[src/rtl/wb_arbiter.sv]
// Round-robin arbiter that merges NUM_REQ result pipelines onto the single ROB
// writeback port through one registered output stage with backpressure and flush.
module wb_arbiter #(
  parameter int unsigned WORD_SIZE       = 32,
  parameter int unsigned ROB_ENTRY_WIDTH = 3,
  parameter int unsigned NUM_REQ         = 3,
  parameter int unsigned CNT_WIDTH       = 16,
  localparam int unsigned SRC_W          = $clog2(NUM_REQ)
) (
  input  logic                           clk,
  input  logic                           reset,
  input  logic                           flush,
  input  logic [NUM_REQ-1:0]             req_valid,
  input  logic [NUM_REQ*ROB_ENTRY_WIDTH-1:0] req_rob_id,
  input  logic [NUM_REQ*WORD_SIZE-1:0]   req_result,
  input  logic [NUM_REQ*WORD_SIZE-1:0]   req_pc,
  input  logic [NUM_REQ-1:0]             req_exception,
  input  logic [NUM_REQ*WORD_SIZE-1:0]   req_vaddr_exc,
  output logic [NUM_REQ-1:0]             req_ready,
  input  logic                           rob_ready,
  output logic                           wb_valid,
  output logic [ROB_ENTRY_WIDTH-1:0]     wb_rob_id,
  output logic [WORD_SIZE-1:0]           wb_result,
  output logic [WORD_SIZE-1:0]           wb_pc,
  output logic                           wb_exception,
  output logic [WORD_SIZE-1:0]           wb_vaddr_exc,
  output logic [SRC_W-1:0]               wb_src,
  output logic [CNT_WIDTH-1:0]           conflict_cnt
);

  logic                       wb_valid_q, wb_valid_d;
  logic [ROB_ENTRY_WIDTH-1:0] wb_rob_id_q, wb_rob_id_d;
  logic [WORD_SIZE-1:0]       wb_result_q, wb_result_d;
  logic [WORD_SIZE-1:0]       wb_pc_q, wb_pc_d;
  logic                       wb_exception_q, wb_exception_d;
  logic [WORD_SIZE-1:0]       wb_vaddr_exc_q, wb_vaddr_exc_d;
  logic [SRC_W-1:0]           wb_src_q, wb_src_d;
  logic [SRC_W-1:0]           rr_ptr_q, rr_ptr_d;
  logic [CNT_WIDTH-1:0]       cnt_q, cnt_d;

  logic                       load_en;
  logic                       found;
  logic                       grant;
  logic [SRC_W-1:0]           win_idx;
  logic [SRC_W-1:0]           sel;
  int unsigned                idx;

  assign load_en = ~flush & (~wb_valid_q | rob_ready);

  // Scan from rr_ptr upward with wrap; the first valid requester wins.
  always_comb begin
    found   = 1'b0;
    win_idx = '0;
    idx     = 0;
    sel     = '0;
    for (int unsigned k = 0; k < NUM_REQ; k++) begin
      idx = k + 32'(rr_ptr_q);
      if (idx >= NUM_REQ) idx = idx - NUM_REQ;
      sel = SRC_W'(idx);
      if (!found && req_valid[sel]) begin
        found   = 1'b1;
        win_idx = sel;
      end
    end
  end

  // Reset gates the grant combinationally so no handshake is seen while held in reset.
  assign grant     = found & load_en & reset;
  assign req_ready = grant ? (NUM_REQ'(1) << win_idx) : '0;

  always_comb begin
    wb_valid_d     = wb_valid_q;
    wb_rob_id_d    = wb_rob_id_q;
    wb_result_d    = wb_result_q;
    wb_pc_d        = wb_pc_q;
    wb_exception_d = wb_exception_q;
    wb_vaddr_exc_d = wb_vaddr_exc_q;
    wb_src_d       = wb_src_q;
    rr_ptr_d       = rr_ptr_q;
    cnt_d          = cnt_q;

    if (flush) begin
      wb_valid_d = 1'b0;
    end else if (load_en) begin
      wb_valid_d = grant;
      if (grant) begin
        for (int unsigned i = 0; i < NUM_REQ; i++) begin
          if (SRC_W'(i) == win_idx) begin
            wb_rob_id_d    = req_rob_id[i*ROB_ENTRY_WIDTH +: ROB_ENTRY_WIDTH];
            wb_result_d    = req_result[i*WORD_SIZE +: WORD_SIZE];
            wb_pc_d        = req_pc[i*WORD_SIZE +: WORD_SIZE];
            wb_exception_d = req_exception[i];
            wb_vaddr_exc_d = req_vaddr_exc[i*WORD_SIZE +: WORD_SIZE];
          end
        end
        wb_src_d = win_idx;
        rr_ptr_d = (win_idx == SRC_W'(NUM_REQ - 1)) ? '0 : win_idx + SRC_W'(1);
      end
    end

    if (!flush && |(req_valid & ~req_ready) && cnt_q != '1) begin
      cnt_d = cnt_q + CNT_WIDTH'(1);
    end
  end

  always_ff @(posedge clk or negedge reset) begin
    if (!reset) begin
      wb_valid_q     <= 1'b0;
      wb_rob_id_q    <= '0;
      wb_result_q    <= '0;
      wb_pc_q        <= '0;
      wb_exception_q <= 1'b0;
      wb_vaddr_exc_q <= '0;
      wb_src_q       <= '0;
      rr_ptr_q       <= '0;
      cnt_q          <= '0;
    end else begin
      wb_valid_q     <= wb_valid_d;
      wb_rob_id_q    <= wb_rob_id_d;
      wb_result_q    <= wb_result_d;
      wb_pc_q        <= wb_pc_d;
      wb_exception_q <= wb_exception_d;
      wb_vaddr_exc_q <= wb_vaddr_exc_d;
      wb_src_q       <= wb_src_d;
      rr_ptr_q       <= rr_ptr_d;
      cnt_q          <= cnt_d;
    end
  end

  assign wb_valid     = wb_valid_q;
  assign wb_rob_id    = wb_rob_id_q;
  assign wb_result    = wb_result_q;
  assign wb_pc        = wb_pc_q;
  assign wb_exception = wb_exception_q;
  assign wb_vaddr_exc = wb_vaddr_exc_q;
  assign wb_src       = wb_src_q;
  assign conflict_cnt = cnt_q;

endmodule
[config.mk]
export PLATFORM = sky130hd
export DESIGN_NAME = wb_arbiter
export DESIGN_NICKNAME = d
export VERILOG_FILES = /design/src/rtl/wb_arbiter.sv
export SDC_FILE = /design/constraint.sdc
export NUM_CORES = 1
export LEC_CHECK = 0
export BUFFER_PORTS_ARGS = -buffer_cell sky130_fd_sc_hd__buf_2
export CORE_AREA = 2 2 167 169
export DETAILED_ROUTE_END_ITERATION = 10
export DIE_AREA = 0 0 169 171
export GPL_ROUTABILITY_DRIVEN = 1
export PLACE_DENSITY = 0.61
export SYNTH_ARGS = -nofsm -noshare
export SYNTH_HDL_FRONTEND = slang
export SYNTH_SLANG_ARGS = --single-unit
[constraint.sdc]
create_clock -name clk -period 2.7 [get_ports clk]
set_input_delay 0.135 -clock clk [delete_from_list [all_inputs] [get_ports clk]]
set_output_delay 0.135 -clock clk [all_outputs]
set_load 0.01 [all_outputs]
==> summary.txt <==
Floorplan
  – Die Area: 0.0289 mm²
  – Row Count: 61
  – Initial Utilization: 0.247
  – I/O pin count: between 400 and 500
  – Die height: 171 µm
  – Die Span X: 169 µm
  – Total core area: 0.0273 mm²

Critical path
  – Setup CP Type: reg -> reg
  – Startpoint Class: flip-flop
  – Worst Setup EP: conflict_cnt[1]
  – Worst path max stage delay: 0.42 ns
  – R2R depth: 9
  – CP Capture Type: flip-flop
  – R2r setup slk: between 0.004 and 0.005 ns
  – Delay-heaviest family, CP: compound AO/OA/AOI/OAI gates
  – Crit path depth: 9
  – Buffers and inverters on the worst path: 2
  – Critical Path Source: rr_ptr_q[0]
  – Crit path DAT: 2.98 ns
  – Reg-to-Reg End: conflict_cnt[1]
  – Worst path slowest cell: o41ai_2
  – Worst path required time: 2.99 ns
  – Crit path cell chain: inv_2, ha_2, a21bo_2, a32oi_2, o311ai_4, buf_6, o41ai_2, a211o_4, mux2_2
  – Reg-to-reg startpoint: rr_ptr_q[0]
  – CP Max Fanout: 8

Clock tree
  – Clk Tree Root Cell: clkbuf_16
  – CTS H-tree depth: 4
  – CTS max path bufs: 2
  – CTS tree: built
  – Worst-skew pair later-pin latency: roughly 0.4 ns
  – Worst-path clk slew: 0.07 ns
  – CTS Buf Count: 17
  – CTS sink cnt: roughly 120

Layout
  – Finished Core Util: 0.393
  – Fin nets: 1549
  – Finished Layout Cells: 1596
  – Antenna cells: 0
  – Most frequent cells in the layout: buf_2, dfrtp_1, nor2_1
  – Layout fillers: 2785
  – Finished Cell Area: 0.0107 mm²
  – Share of layout cells above drive strength 1: 0.422
  – Commonest non-fill, non-tap cell in the layout: buf_2
  – Area delta synth->final: 59.3%

Detailed routing
  – Pre-antenna DRT Iters: 4
  – Final ANT Viol Nets: 0
  – Drc violations: 0
  – Avg WL per Cell: 15.7 µm
  – Total number of vias: 7345
  – Starting DRT DRC Count: 291
  – Vias per Instance: about 4.6
  – Drt total wl: 25.0 mm

Timing
  – Setup Skew: 0.00932 ns
  – Max-slew violation count: 0
  – Final setup margin: 0.00466 ns
  – Final cycle utilization of the critical path: 0.998
  – Relative slew slack: 0.448
  – Endpoints failing setup: 0
  – Endpoints failing hold: 0
  – Fin crit period: 2.70 ns
  – Min Hold Slack: roughly 0.0080 ns
  – RSZ-0062 raised after global routing: true
  – FMAX: 0.371 GHz
  – Worst-Margin Slew: just over 0.8 ns

Global route
  – Vias in the first global route: 6724
  – Largest net degree at the start of global routing: between 90 and 100
  – Initial antenna violation count: 1
  – GR Util All Layers: 0.154
  – Grt total ovfl: 0
  – Global-route wire length before repair: 35.2 mm

Pwr
  – Pleak: about 5.5 nW
  – Pwr dens: 1150 mW/mm²
  – Maximum vdd drop: 530 µV

Yosys
  – Netlist cell types: 40
  – Seq cells post-synth: between 100 and 150
  – Top_reg_cell synth: dfrtp_1
  – Number of synthesized flops with an enable pin: 0
  – Top-area cell type share of the netlist area: 0.449
  – Syn Nets: approximately 1.1k
  – Post-synth ARST share: 1.00
  – Post-Synthesis Cell Area: 0.00674 mm²
  – Seq/Total Area, Yosys: 0.449
  – Ranking of synthesized cells by area: dfrtp_1, mux2i_1, a21oi_1
  – Synth area leader: dfrtp_1
  – Avg Inst Size Synth: a little under 9 µm²
  – Mapped Cells: 774
  – Yosys warns: 0

Place
  – Input/output buffers: 428
  – Cell count after placement: roughly 1.5k
  – Placer Congestion: 0.794
  – Cell Area, Placed: 0.00931 mm²
  – Hpwl dp: between 15 and 20 mm
  – Dpl ws: 0.00479 ns

Outcome
  – Status: complete, no violations

Flow run
  – MaxCap Viol Count: 0

Hold path
  – Hold Path Class: in -> reg
==> per-layer routing <==
| layer | vias to the layer above | GRT usage | share of wire |
|---|---|---|---|
| met1 | 3386 | 0.187 | 0.41 |
| met5 | - | 0 | 0.00052 |
| met2 | 324 | 0.266 | 0.50 |
| li1 | 3589 | - | - |
| met3 | 44 | 0.0375 | 0.067 |
| met4 | 2 | 0.0576 | 0.023 |
==> worst min path at each step <==
stage / from / endpoint / cells after the start
2_1_floorplan: reset / conflict_cnt[0] / 0
3_3_place_gp: flush / wb_valid / 2
3_5_place_dp: reset / wb_pc[3] / 2
4_1_cts: req_pc[79] / wb_pc[15] / 3
5_1_grt: req_vaddr_exc[64] / wb_vaddr_exc[0] / 3
6_report: req_result[81] / wb_result[17] / 3
==> flip-flops by register name, summed over array words and instances, names as in the netlist, 2 cells and up <==
register / cells
wb_rob_id: 3
rr_ptr_q: 2
wb_result: 32
conflict_cnt: 16
wb_vaddr_exc: 32
wb_pc: 32
wb_src: 2
==> area by class of cell <==
type                       count  area [µm²]  area share
tap                          346         433      0.0403
timing repair buffer         501        3050       0.284
sequential                   121        3030       0.282
clock inverter                13         168      0.0156
inverter                       6        22.5     0.00210
clock buffer                  19         453      0.0422
multi-input combinational    590        3590       0.334
==> tightest hold or removal path, cell delays in order <==
cell and delay [ns]:
buf_2 0.07, a21oi_1 0.05, o21ai_0 0.13
==> synth_stat cells, drive strengths merged (3+ instances only) <==
cell type  count
dfrtp        121
nor2         109
nand2        106
mux2i        102
o21ai        102
a21oi        101
clkbuf        40
buf           18
xor2          12
nand3          8
nor3           7
inv            6
ha             5
a21o           4
and3           4
nand2b         4
xnor2          3
==> report_power, final <==
| part | switching, W | internal (W) | leakage, nW |
|---|---|---|---|
| Combinational | 0.00376 | 0.00302 | 3.66 |
| Sequential | 0.000479 | 0.00261 | 1.51 |
| Clock | 0.000916 | 0.00151 | 0.289 |
==> through the flow <==
step	TNS (ns)	power (W)
3_3_place_gp	0	0.00898
5_1_grt	-0.681	0.0133
3_5_place_dp	0	0.00908
4_1_cts	-0.0289	0.0119
2_1_floorplan	0	0.00696
6_report	0	0.0123
==> logic make-up (layout without fill, tap and decap cells) <==
logic type | count (synthesis) | count (layout) | synth area share
AOI/OAI and AO/OA | 217 | 218 | 0.171
xor gates and xnor gates | 15 | 15 | 0.0195
adders and majority gates | 5 | 5 | 0.00928
muxes | 103 | 103 | 0.153
buffers and inverters | 64 | 539 | 0.0419
DFF | 121 | 121 | 0.449
and+or+nand+nor | 249 | 249 | 0.156
==> what timing repair did <==
item,4_1_cts,5_1_grt
endpoints found under the setup margin,5,86
endpoints found under the hold margin,155,1
gates resized for setup,11,24
hold buffers,35,1
gates cloned,3,4
setup buffers,3,10
pin swaps,3,12
(Power assumes the default switching activity.)
